==> src/rtl/forward_hazard_unit.sv <==
// Forwarding-select, load-use stall and flush-squash control for a 5-stage pipeline.
// Define HAZARD_PERF_CNT_EN to add saturating stall/flush event counters.
package forward_hazard_pkg;
    typedef enum logic [1:0] {
        NO_FORWARD_SELECT = 2'b00,
        EX_RESULT_SELECT  = 2'b01,
        WB_RESULT_SELECT  = 2'b10
    } forward_mux_code;
endpackage

module forward_hazard_unit
    import forward_hazard_pkg::*;
#(
    parameter int unsigned FLUSH_DEPTH = 2
) (
    input  logic            clock,
    input  logic            reset,
    input  logic            id_valid_ip,
    input  logic [4:0]      id_rs1_addr_ip,
    input  logic [4:0]      id_rs2_addr_ip,
    input  logic            id_rs1_used_ip,
    input  logic            id_rs2_used_ip,
    input  logic [4:0]      id_write_reg_addr_ip,
    input  logic            id_reg_write_ip,
    input  logic            id_is_load_ip,
    input  logic            flush_en_ip,
    output forward_mux_code fa_mux_op,
    output forward_mux_code fb_mux_op,
    output logic            stall_op,
    output logic            squash_op
`ifdef HAZARD_PERF_CNT_EN
    ,
    output logic [31:0]     stall_count_op,
    output logic [31:0]     flush_count_op
`endif
);

    localparam logic [2:0] FLUSH_RELOAD = 3'(FLUSH_DEPTH - 1);

    logic [4:0]      ex_dst_r;
    logic            ex_wr_r;
    logic            ex_load_r;
    logic [4:0]      mem_dst_r;
    logic            mem_wr_r;
    logic [2:0]      flush_cnt_r;
    logic            src_hit_s;
    logic            stall_s;
    logic            squash_s;
    logic            accept_s;
    forward_mux_code fa_next_s;
    forward_mux_code fb_next_s;

    // Youngest in-flight writer wins; x0 and unread sources never forward.
    function automatic forward_mux_code fwd_sel(
        input logic [4:0] src,
        input logic       used,
        input logic       ex_wr,
        input logic [4:0] ex_dst,
        input logic       mem_wr,
        input logic [4:0] mem_dst
    );
        forward_mux_code sel;
        sel = NO_FORWARD_SELECT;
        if (used && (src != 5'd0)) begin
            if (ex_wr && (ex_dst == src)) begin
                sel = EX_RESULT_SELECT;
            end else if (mem_wr && (mem_dst == src)) begin
                sel = WB_RESULT_SELECT;
            end else begin
                sel = NO_FORWARD_SELECT;
            end
        end else begin
            sel = NO_FORWARD_SELECT;
        end
        return sel;
    endfunction

    // Hazard detection and next forwarding selects for the decode instruction.
    always_comb begin
        src_hit_s = (id_rs1_used_ip && (id_rs1_addr_ip == ex_dst_r)) ||
                    (id_rs2_used_ip && (id_rs2_addr_ip == ex_dst_r));
        squash_s  = reset && (flush_en_ip || (flush_cnt_r != 3'd0));
        stall_s   = reset && id_valid_ip && ex_load_r && ex_wr_r &&
                    (ex_dst_r != 5'd0) && src_hit_s && !squash_s;
        accept_s  = id_valid_ip && !stall_s && !squash_s;
        fa_next_s = NO_FORWARD_SELECT;
        fb_next_s = NO_FORWARD_SELECT;
        if (accept_s) begin
            fa_next_s = fwd_sel(id_rs1_addr_ip, id_rs1_used_ip, ex_wr_r, ex_dst_r, mem_wr_r, mem_dst_r);
            fb_next_s = fwd_sel(id_rs2_addr_ip, id_rs2_used_ip, ex_wr_r, ex_dst_r, mem_wr_r, mem_dst_r);
        end else begin
            fa_next_s = NO_FORWARD_SELECT;
            fb_next_s = NO_FORWARD_SELECT;
        end
    end

    assign stall_op  = stall_s;
    assign squash_op = squash_s;

    // In-flight EX/MEM tracking, registered selects and flush down-counter.
    always_ff @(posedge clock or negedge reset) begin
        if (!reset) begin
            ex_dst_r    <= 5'd0;
            ex_wr_r     <= 1'b0;
            ex_load_r   <= 1'b0;
            mem_dst_r   <= 5'd0;
            mem_wr_r    <= 1'b0;
            flush_cnt_r <= 3'd0;
            fa_mux_op   <= NO_FORWARD_SELECT;
            fb_mux_op   <= NO_FORWARD_SELECT;
        end else begin
            mem_dst_r <= ex_dst_r;
            mem_wr_r  <= ex_wr_r;
            if (accept_s) begin
                ex_dst_r  <= id_write_reg_addr_ip;
                ex_wr_r   <= id_reg_write_ip;
                ex_load_r <= id_is_load_ip;
            end else begin
                ex_dst_r  <= 5'd0;
                ex_wr_r   <= 1'b0;
                ex_load_r <= 1'b0;
            end
            if (flush_en_ip) begin
                flush_cnt_r <= FLUSH_RELOAD;
            end else if (flush_cnt_r != 3'd0) begin
                flush_cnt_r <= flush_cnt_r - 3'd1;
            end else begin
                flush_cnt_r <= 3'd0;
            end
            fa_mux_op <= fa_next_s;
            fb_mux_op <= fb_next_s;
        end
    end

`ifdef HAZARD_PERF_CNT_EN
    logic flush_prev_r;

    // Saturating event counters; a held flush counts once on its first cycle.
    always_ff @(posedge clock or negedge reset) begin
        if (!reset) begin
            flush_prev_r   <= 1'b0;
            stall_count_op <= 32'd0;
            flush_count_op <= 32'd0;
        end else begin
            flush_prev_r <= flush_en_ip;
            if (stall_s && (stall_count_op != 32'hFFFF_FFFF)) begin
                stall_count_op <= stall_count_op + 32'd1;
            end else begin
                stall_count_op <= stall_count_op;
            end
            if (flush_en_ip && !flush_prev_r && (flush_count_op != 32'hFFFF_FFFF)) begin
                flush_count_op <= flush_count_op + 32'd1;
            end else begin
                flush_count_op <= flush_count_op;
            end
        end
    end
`endif

endmodule

==> config.mk <==
export PLATFORM = sky130hd
export DESIGN_NAME = forward_hazard_unit
export DESIGN_NICKNAME = d
export VERILOG_FILES = /design/src/rtl/forward_hazard_unit.sv
export SDC_FILE = /design/constraint.sdc
export NUM_CORES = 1
export LEC_CHECK = 0
export BUFFER_PORTS_ARGS = -buffer_cell sky130_fd_sc_hd__buf_2
export CAP_MARGIN = 15
export CORE_ASPECT_RATIO = 0.6
export CORE_UTILIZATION = 40
export DETAILED_ROUTE_END_ITERATION = 7
export PLACE_DENSITY = 0.67
export SLEW_MARGIN = 20
export SYNTH_ARGS = -nofsm -noshare
export SYNTH_HDL_FRONTEND = slang
export SYNTH_SLANG_ARGS = --single-unit
==> constraint.sdc <==
create_clock -name clock -period 1.6 [get_ports clock]
set_input_delay 0.32 -clock clock [delete_from_list [all_inputs] [get_ports clock]]
set_output_delay 0.32 -clock clock [all_outputs]
set_load 0.03 [all_outputs]
Word-level counts from Yosys, hierarchy flattened
Cells that the tools add are included.
{ "totals": {"out_inout_bits": 6, "wordCells": 53, "in_bits": 23, "reg_bits": 20} }
{ "op_classes": {"n_reduce_logical": 25, "mux": 13, "add_sub_neg": 1, "n_eq_ne": 6} }
{ "op_table": {"columns": ["op", "n"], "rows": [
  ["== test 5 bit", 6],
  ["logical AND 1 bit", 17],
  ["2-to-1 mux 2 bit", 8],
  ["nonzero test 5 bit", 3],
  ["2-to-1 mux 3 bit", 2],
  ["2-to-1 mux 5 bit", 1],
  ["nonzero test 3 bit", 1],
  ["subtractor 3 x 1 -> 3 bit, second input constant", 1],
  ["zero test 1 bit", 2],
  ["logical OR 1 bit", 2],
  ["2-to-1 mux 1 bit", 2]
]} }

Logic depth before layout (Yosys ltp)
Gate-level depths: netlist of run 1.
{ "depth": {"ltp_word": 10, "mapped_depth": 6, "mapped_depth_nobuf": 5} }

Worst setup path before layout of run 1
No wires, ideal clock.
{ "synth_path": {"kind": "register to output", "from": "register flush_cnt_r[0]", "to": "output port stall_op", "t_required_ns": 1.280, "path_stages_with_launch": 7, "n_path_buf": 2, "setup_slack_ns": -0.230, "arrival_time_ns": 1.510, "path_cell_list": "dfrtp_1 o41ai_2 and2_1 buf_6 o2111ai_4 buf_6 inv_1"} }
{ "synth_between": {"elab_chain_len": 5} }
{ "synth_lines": {"columns": ["item", "line_no", "rtl"], "rows": [
  ["from (decl)", "45", "logic [2:0] flush_cnt_r;"],
  ["from (signal assigned)", "126", "flush_cnt_r <= flush_cnt_r - 3'd1;"],
  ["nonzero test 3 bit", "82", "squash_s = reset && (flush_en_ip || (flush_cnt_r != 3'd0));"],
  ["logical OR 1 bit", "82", null],
  ["logical AND 1 bit", "82", null],
  ["zero test 1 bit", "84", "(ex_dst_r != 5'd0) && src_hit_s && !squash_s;"],
  ["logical AND 1 bit", "84", null],
  ["to (decl)", "29", "output logic stall_op,"]
]} }
Every way passes these cells.

Final worst setup path of run 1
{ "layout_path": {"from": "register ex_dst_r[4]", "to": "output port stall_op"} }
{ "layout_between": {"elab_chain_len": 5, "elab_cells_between_ends": 9, "classes_between": "eq/ne: 2; reduce/logical: 7"} }
{ "layout_lines": {"columns": ["item", "line_no", "rtl"], "rows": [
  ["from (decl)", "40", "logic [4:0] ex_dst_r;"],
  ["from (signal assigned)", "115", "ex_dst_r <= id_write_reg_addr_ip;"],
  ["== test 5 bit, on equally long branches", "80, 81", null],
  ["logical AND 1 bit, on equally long branches", "80, 81", null],
  ["logical OR 1 bit", "80", "src_hit_s = (id_rs1_used_ip && (id_rs1_addr_ip == ex_dst_r)) ||"],
  ["logical AND 1 bit (*) (2 in series)", "84", null]
]} }
Every way passes the cells marked *; elsewhere a longest branch is shown, timed or not.

==> results of run 1 <==
## worst max-delay path by stage
stage	to	from	cells past startpoint	slack, ns
6_report	stall_op	ex_dst_r[4]$_DFF_PN0_	4	-0.45
5_1_grt	stall_op	ex_dst_r[4]$_DFF_PN0_	4	-0.51
4_1_cts	stall_op	ex_dst_r[4]$_DFF_PN0_	4	-0.47
3_5_place_dp	stall_op	ex_dst_r[1]$_DFF_PN0_	4	-0.19
3_3_place_gp	stall_op	ex_dst_r[1]$_DFF_PN0_	4	-0.18
2_1_floorplan	stall_op	ex_dst_r[1]$_DFF_PN0_	4	-0.17
## layer usage
| layer | vias up | global-route usage [%] |
|---|---|---|
| li1 | 436 | - |
| met1 | 410 | 27.9 |
| met2 | 31 | 35.4 |
| met3 | 2 | 4.17 |
| met4 | 0 | 6.38 |
| met5 | - | 0 |
## final cells by class
type                       count  share of cell area (%)
inverter                       2                   0.710
sequential                    20                    31.6
tap                           30                    2.37
clock buffer                   3                    2.60
multi-input combinational     65                    35.1
timing repair buffer          60                    25.7
clock inverter                 1                    1.89
## registers in the layout, indices dropped and copies added (netlist names)
signal	count
ex_dst_r	5
ex_load_r	1
ex_wr_r	1
fa_mux_op	2
fb_mux_op	2
flush_cnt_r	3
mem_dst_r	5
mem_wr_r	1
## through the flow
step	setup TNS [ns]	utilization [%]
after global routing	-4.60	69.6
after floorplan	-0.184	-
final	-3.88	69.6
after global placement	-0.969	59.5
after detailed placement	-1.26	59.5
after CTS	-2.18	67.1
## cell families (layout without fill, tap and decap cells)
kind of cell              Yosys count  after routing  synth area share, %
DFF                                20             20                 49.7
and+or+nand+nor                    38             38                 21.5
buffers and inverters               4             66                 2.98
xor gates and xnor gates           20             20                 17.4
AOI/OAI and AO/OA                   7              7                 8.45
## timing repair
action	CTS	global route
gates resized for setup	12	9
hold buffers	1	0
pin swaps	10	4
setup endpoints to repair	13	13
buffers inserted	6	2
endpoints found under the hold margin	1	0
## synthesized netlist by cell type
cell type  count
nor2_1         4
buf_6          2
or4_1          2
o22ai_4        1
nand3_1        4
o21bai_1       1
or4_4          1
o21ai_0        2
nor3_1         2
dfrtp_1       20
and4_1         2
xnor2_1       20
and3_1         8
a21oi_1        1
nand2_1        9
o41ai_2        1
nand4_1        2
nor3b_1        1
inv_1          2
o2111ai_4      1
and2_1         1
nor4b_1        2
## power breakdown
group	internal, mW	total, mW	leakage (nW)	switching [mW]
Clock	0.334	0.495	0.0357	0.161
Combinational	0.132	0.238	0.448	0.105
Sequential	0.523	0.541	0.267	0.0188
Total	0.989	1.27	0.751	0.285
==> results list, run 1 <==
- Critical path peak fanout: 3
* Nature of the critical path endpoint: output pin
- The initial utilization of the core area, before any placement, comes to 44.2%.
- Measured against its own limit, the worst slew margin works out to 77.4%.
* Library cells used by synthesis: 22
- Based on the critical path, the design can be clocked at up to 489 MHz.
- The first global-routing pass estimated 3800 um of wire.
- The count of buffers added on input and output ports is 28.
- The number of placed instances, taps included, is 170.
- Number of antenna violations at the first check in global routing: 0
* Setup slack at placement: -0.192 ns
- The number of nets in the synthesized netlist is 112.
- Combined global-route utilization of all metal layers: 20.9%
- Across all setup checks in the final design, the least slack found is -0.446 ns.
* Crit Reg-Reg Endpoint: ex_dst_r[3]$_DFF_PN0_
- Summing all flip-flop and latch instances after layout gives 502 sq um.
- Together, buffers and inverters on the worst path number 2.
- Setup Viol. Count Final: 13
- Routed wire length: 2540 um
- Drt wl/cell: 14.0 um
- The floorplan step defined a die boundary enclosing 2730 sq um.
- After legalization and detailed placement, the total HPWL measured 1910 um.
* Leak Pwr: 0.751 nW
- The library cell used most frequently in the layout, excluding fill and tap cells, is buf_4.
* Status: finished with violations
* CTS tree: done
- The final reports fail on negative setup slack.
- Area occupied by multi-input gates: 557 sq um
* Final cell count without fillers: 181
* Count of nets left with antenna violations after detail routing: 0
- Compared with the post-synthesis result, the final layout area differs by 57.4%.
- STA puts the critical path data arrival time at 1.73 ns.
* Required time worst endpoint: 1.28 ns
- After layout, the minimum clock period comes to 2.05 ns.
- Delay of the slowest cell on the worst path: 0.55 ns
* Detailed-route wire length on metal 1: 1180 um
- After synthesis the netlist holds a flip-flop and latch count of 20.
* Sequential area share after synthesis: 49.7%
- The die is 40.9 um tall.
- Clk sink count: 20
- Standard cell with the maximum stage delay on the critical path: or4_4
- Entering global routing, the biggest net connects 13 pins.
- The worst-case IR drop observed on VDD is 0.582 mV.
- Layout cells sized above 1: 53.0%
* Net total in the final layout: 175
- The final critical path takes up 128% of the cycle.
- The worst setup path is launched from a register.
* Flop2flop setup slack: -0.32 ns
- The critical path is of the register to output pin type.
- Std cell rows: 13
- The longest clock path from root to sink contains 2 buffers.
- Average cell area after synthesis: 11.3 sq um
- Final Hold Slack: 0.0331 ns
- The number of global-route vias before repair was 819.
* Number of max-cap violations: 0
* Global placer's final weighted congestion: 0.870
* Core outline area: 2280 sq um
* Total global routing overflow: 0
* Worst min path class: input pin to async pin
- The share of synthesized area in the top cell type comes to 49.7%.
- Number of CTS-inserted buffers: 3
- Number of levels the H-tree was split into: 1
- Ant diodes: 0
* Post-synthesis instance total: 89
- Post-route design area: 1590 sq um
- Walking the worst path, the cells encountered are or4_4, o2111ai_4, clkinvlp_4, buf_6.
- Top Metal Used: met4
- Maximum clock skew at final layout: 0.00113 ns
* Reg2Reg Depth: 8
- Number of vias per cell after detailed routing: 4.86
- The Yosys step of the flow raised 0 warnings.
- Detailed routing placed a total of 1170 um of wire on met2.
* Beginning of the worst register-to-register path: ex_dst_r[2]$_DFF_PN0_
- Filler cell count in the final layout: 170
- Cell Pwr Density: 804 nW/um^2
* Most frequent cells in the layout: buf_4 (28), buf_2 (26), dfrtp_1 (19), xnor2_1 (16), nand2_1 (9)
- Post-place instance area: 1350 sq um
- Clock insertion delay at the later pin of the skew report: 0.25 ns
- Cell area after synthesis: 1010 sq um
- Number of design rule violations left after detail routing: 0
* Detail Route met3 WL: 175 um
- Largest area contributor in the netlist: dfrtp_1
* Synth area leaders: dfrtp_1 (50%), xnor2_1 (17%), and3_1 (5.0%)
* DRC violation total after the first TritonRoute iteration: 45
- DRT Pass-1 Iters: 4
- For this design the top-level I/O count stands at 29.
- Setup repair after global routing could not meet its margin everywhere.
* Final Total Pwr: 1.27 mW
- Via total after detailed routing: 879
- The number of max-slew violations in the final report came to 0.
* Die width: 66.8 um
- Clock tree synthesis selected as its root buffer the cell clkbuf_8.
* Worst path top cell family by delay: simple AND/OR/NAND/NOR gates
- The final hold violation count was 0.
* Worst slew pin tran: 0.336 ns
- After clock tree synthesis, the clock-pin slew on the worst setup and hold paths is 0.07 ns.
No activity file was read; power rests on OpenSTA's default activity.
==> run 2, diff against run 1 <==
--- a/config.mk
+++ b/config.mk
@@ -7,7 +7,7 @@
 export LEC_CHECK = 0
 export BUFFER_PORTS_ARGS = -buffer_cell sky130_fd_sc_hd__buf_2
 export CAP_MARGIN = 15
-export CORE_ASPECT_RATIO = 0.6
+export CORE_ASPECT_RATIO = 1.4
 export CORE_UTILIZATION = 40
 export DETAILED_ROUTE_END_ITERATION = 7
 export PLACE_DENSITY = 0.67
==> run 2 against run 1 <==
Net effect: the flow still finishes with violations (negative setup slack); first-iteration DRC count down 80%; die area is 0.13% lower; final area is 3.6% lower; utilization decreased by 5.7 points; critical path type unchanged; critical endpoint unchanged; highest routed layer unchanged.
==> results list, run 2 (synthesis results as in run 1) <==
- Status: finished with violations (unchanged)
* Violations in the final reports: negative setup slack (unchanged)
* Critical path peak fanout: 4 (was 3)
* DRC violation total after the first TritonRoute iteration: 9 (was 45)
- The path type of the worst setup path is register to output pin (unchanged).
- The overflow left after global routing came to 0 (unchanged).
- The ratio of cells with drive above 1 in the final layout came to 55.2% (was 53.0%).
* Number of antenna violations at the first check in global routing: 0 (unchanged)
- The maximum number of pins on one net before global-route repair was 14 (was 13).
- Number of vias per cell after detailed routing: 4.78 (was 4.86)
* Global-route wire length before repair: 3580 um (was 3800 um)
- Setup Viol. Count Final: 13 (unchanged)
- The class of the tightest hold or removal check is input pin to async pin (unchanged).
- The static leakage power is 0.720 nW (was 0.751 nW).
- Number of I/O pins: 29 (unchanged)
- Achievable frequency: 479 MHz (was 489 MHz)
- Number of design rule violations left after detail routing: 0 (unchanged)
* Nature of the critical path endpoint: output pin (unchanged)
- Net total in the final layout: 169 (was 175)
- The required time of the critical path was 1.28 ns (about the same).
* Die height: 61.4 um (was 40.9 um)
- The clock latency at the later pin of the worst-skew pair is 0.29 ns (was 0.25 ns).
* Filler cell count in the final layout: 192 (was 170)
* Number of global-route vias before repair: 854 (was 819)
- The measured slew at the worst slew-check pin is 0.333 ns (was 0.336 ns).
- Final Total Pwr: 1.05 mW (was 1.27 mW)
- Final worst slack: -0.489 ns (was -0.446 ns)
- Port-buffer cells: 28 (unchanged)
* Post-route fraction of the period consumed by the critical path: 131% (was 128%)
- The depth of the CTS H-tree came to 1 (unchanged).
* Combined global-route utilization of all metal layers: 18.1% (was 20.9%)
* CTS tree: done (unchanged)
- Most frequent cells in the layout: buf_2 (27), buf_4 (22), dfrtp_1 (16), xnor2_1 (13), nand2_1 (9) (was buf_4 (28), buf_2 (26), dfrtp_1 (19), xnor2_1 (16), nand2_1 (9))
* Ant diodes: 0 (unchanged)
* Relative area change from synthesis to final layout: 51.7% (was 57.4%)
* Crit start category: register (unchanged)
- Largest buffer count on any clock path: 2 (unchanged)
- The detailed placement HPWL is 1770 um (was 1910 um).
* Min cycle time layout: 2.09 ns (was 2.05 ns)
- The accumulated negative setup slack is -3.44 ns (was -3.88 ns).
- Most common cell after layout, fill and taps aside: buf_2 (was buf_4)
* Number of max-cap violations: 0 (unchanged)
- The clock skew after layout is 0.00268 ns (was 0.00113 ns).
* Drt wl/cell: 12.9 um (was 14.0 um)
- Die area: 2730 sq um (about the same)
* Util after Layout: 63.9% (was 69.6%)
- Core outline area: 2390 sq um (was 2280 sq um)
- Cells after DPL: 171 (was 170)
- The clock root buffer was clkbuf_4 (was clkbuf_8).
* Clk sink count: 20 (unchanged)
- Post-place instance area: 1340 sq um (was 1350 sq um)
- The total via count in the routed design was 856 (was 879).
- The number of max-slew violations in the final report was 0 (unchanged).
* Crit Reg-Reg Endpoint: ex_dst_r[2]$_DFF_PN0_ (was ex_dst_r[3]$_DFF_PN0_)
- Global placer's final weighted congestion: 0.807 (was 0.870)
* Unrepaired setup endpoints after global routing: yes (unchanged)
- Post-route design area: 1530 sq um (was 1590 sq um)
- The signal arrival time at the worst endpoint came to 1.77 ns (was 1.73 ns).
- The worst flop-to-flop path startpoint is ex_dst_r[3]$_DFF_PN0_ (was ex_dst_r[2]$_DFF_PN0_).
- The worst slew margin relative to its limit is 77.6% (was 77.4%).
- Count of nets left with antenna violations after detail routing: 0 (unchanged)
- The total wire length after detailed routing was 2310 um (was 2540 um).
* Clk pin slew, worst setup/hold paths: 0.11 ns (was 0.07 ns)
- Effective utilization at floorplan: 42.1% (was 44.2%)
- Number of CTS-inserted buffers: 3 (unchanged)
* DRT Pass-1 Iters: 4 (unchanged)
- Largest registers in the final layout: ex_dst_r (5), mem_dst_r (5), flush_cnt_r (3) (unchanged)
- The die width came to 44.4 um (was 66.8 um).
* Peak supply drop: 0.516 mV (was 0.582 mV)
- Reg2Reg Depth: 8 (unchanged)
* Cell Pwr Density: 687 nW/um^2 (was 804 nW/um^2)
- The number of placement rows is 21 (was 13).
* Final cell count without fillers: 179 (was 181)
- Fin. Hold Viols: 0 (unchanged)
- The reg2reg setup slack is -0.28 ns (was -0.32 ns).
## run 2: changes by cell type in the layout (fill, tap and decap cells not counted), sizes merged
cell,previous run,this run
buf,59,53
bufinv,1,0
clkbuf,3,4
## run 2: metal layers
metal	track usage (%)	share of wire [%]	vias up
li1	-	-	425
met1	20.6	39	410
met2	34.0	57	17
met3	2.93	2.3	4
met4	6.06	1.1	0
met5	0	0	-
## run 2: layout make-up
class	instances	area (sq um)	share of cell area [%]
multi-input combinational	65	577	37.8
sequential	20	505	33.1
timing repair buffer	54	355	23.3
tap	34	42.5	2.78
clock buffer	4	36.3	2.38
inverter	2	11.3	0.737
## run 2: where the power goes
group / switching, mW / internal (mW)
Sequential: 0.0184 / 0.523
Clock: 0.145 / 0.139
Combinational: 0.103 / 0.123
## run 2: how the worst max path moves through the flow
stage	startpoint	to	slack [ns]	cells after the start
2_1_floorplan	ex_dst_r[1]$_DFF_PN0_	stall_op	-0.17	4
3_3_place_gp	id_rs2_addr_ip[2]	stall_op	-0.17	7
3_5_place_dp	id_rs2_addr_ip[2]	stall_op	-0.17	7
4_1_cts	ex_dst_r[2]$_DFF_PN0_	stall_op	-0.49	4
5_1_grt	ex_dst_r[2]$_DFF_PN0_	stall_op	-0.56	4
6_report	ex_dst_r[2]$_DFF_PN0_	stall_op	-0.49	4
## run 2: what timing repair did
| item | CTS | global route |
|---|---|---|
| setup endpoints to repair | 13 | 13 |
| cloned | 1 | 0 |
| pin swaps | 2 | 6 |
| hold buffers | 1 | 0 |
| buffers inserted | 2 | 1 |
| gates resized for setup | 8 | 18 |
| hold endpoints to repair | 7 | 0 |
## run 2: stage by stage
step	setup slack [ns]	hold WS [ns]
3_3_place_gp	-0.166	0.287
6_report	-0.489	0.00413
3_5_place_dp	-0.174	0.291
2_1_floorplan	-0.173	0.0244
4_1_cts	-0.485	0.00786
5_1_grt	-0.562	0.0156
## run 2: worst max-delay path, stage by stage, from the launching register on
cell	delay, ns
dfrtp_2	0.46
or4_4	0.54
o2111ai_4	0.23
clkinvlp_4	0.12
buf_6	0.14
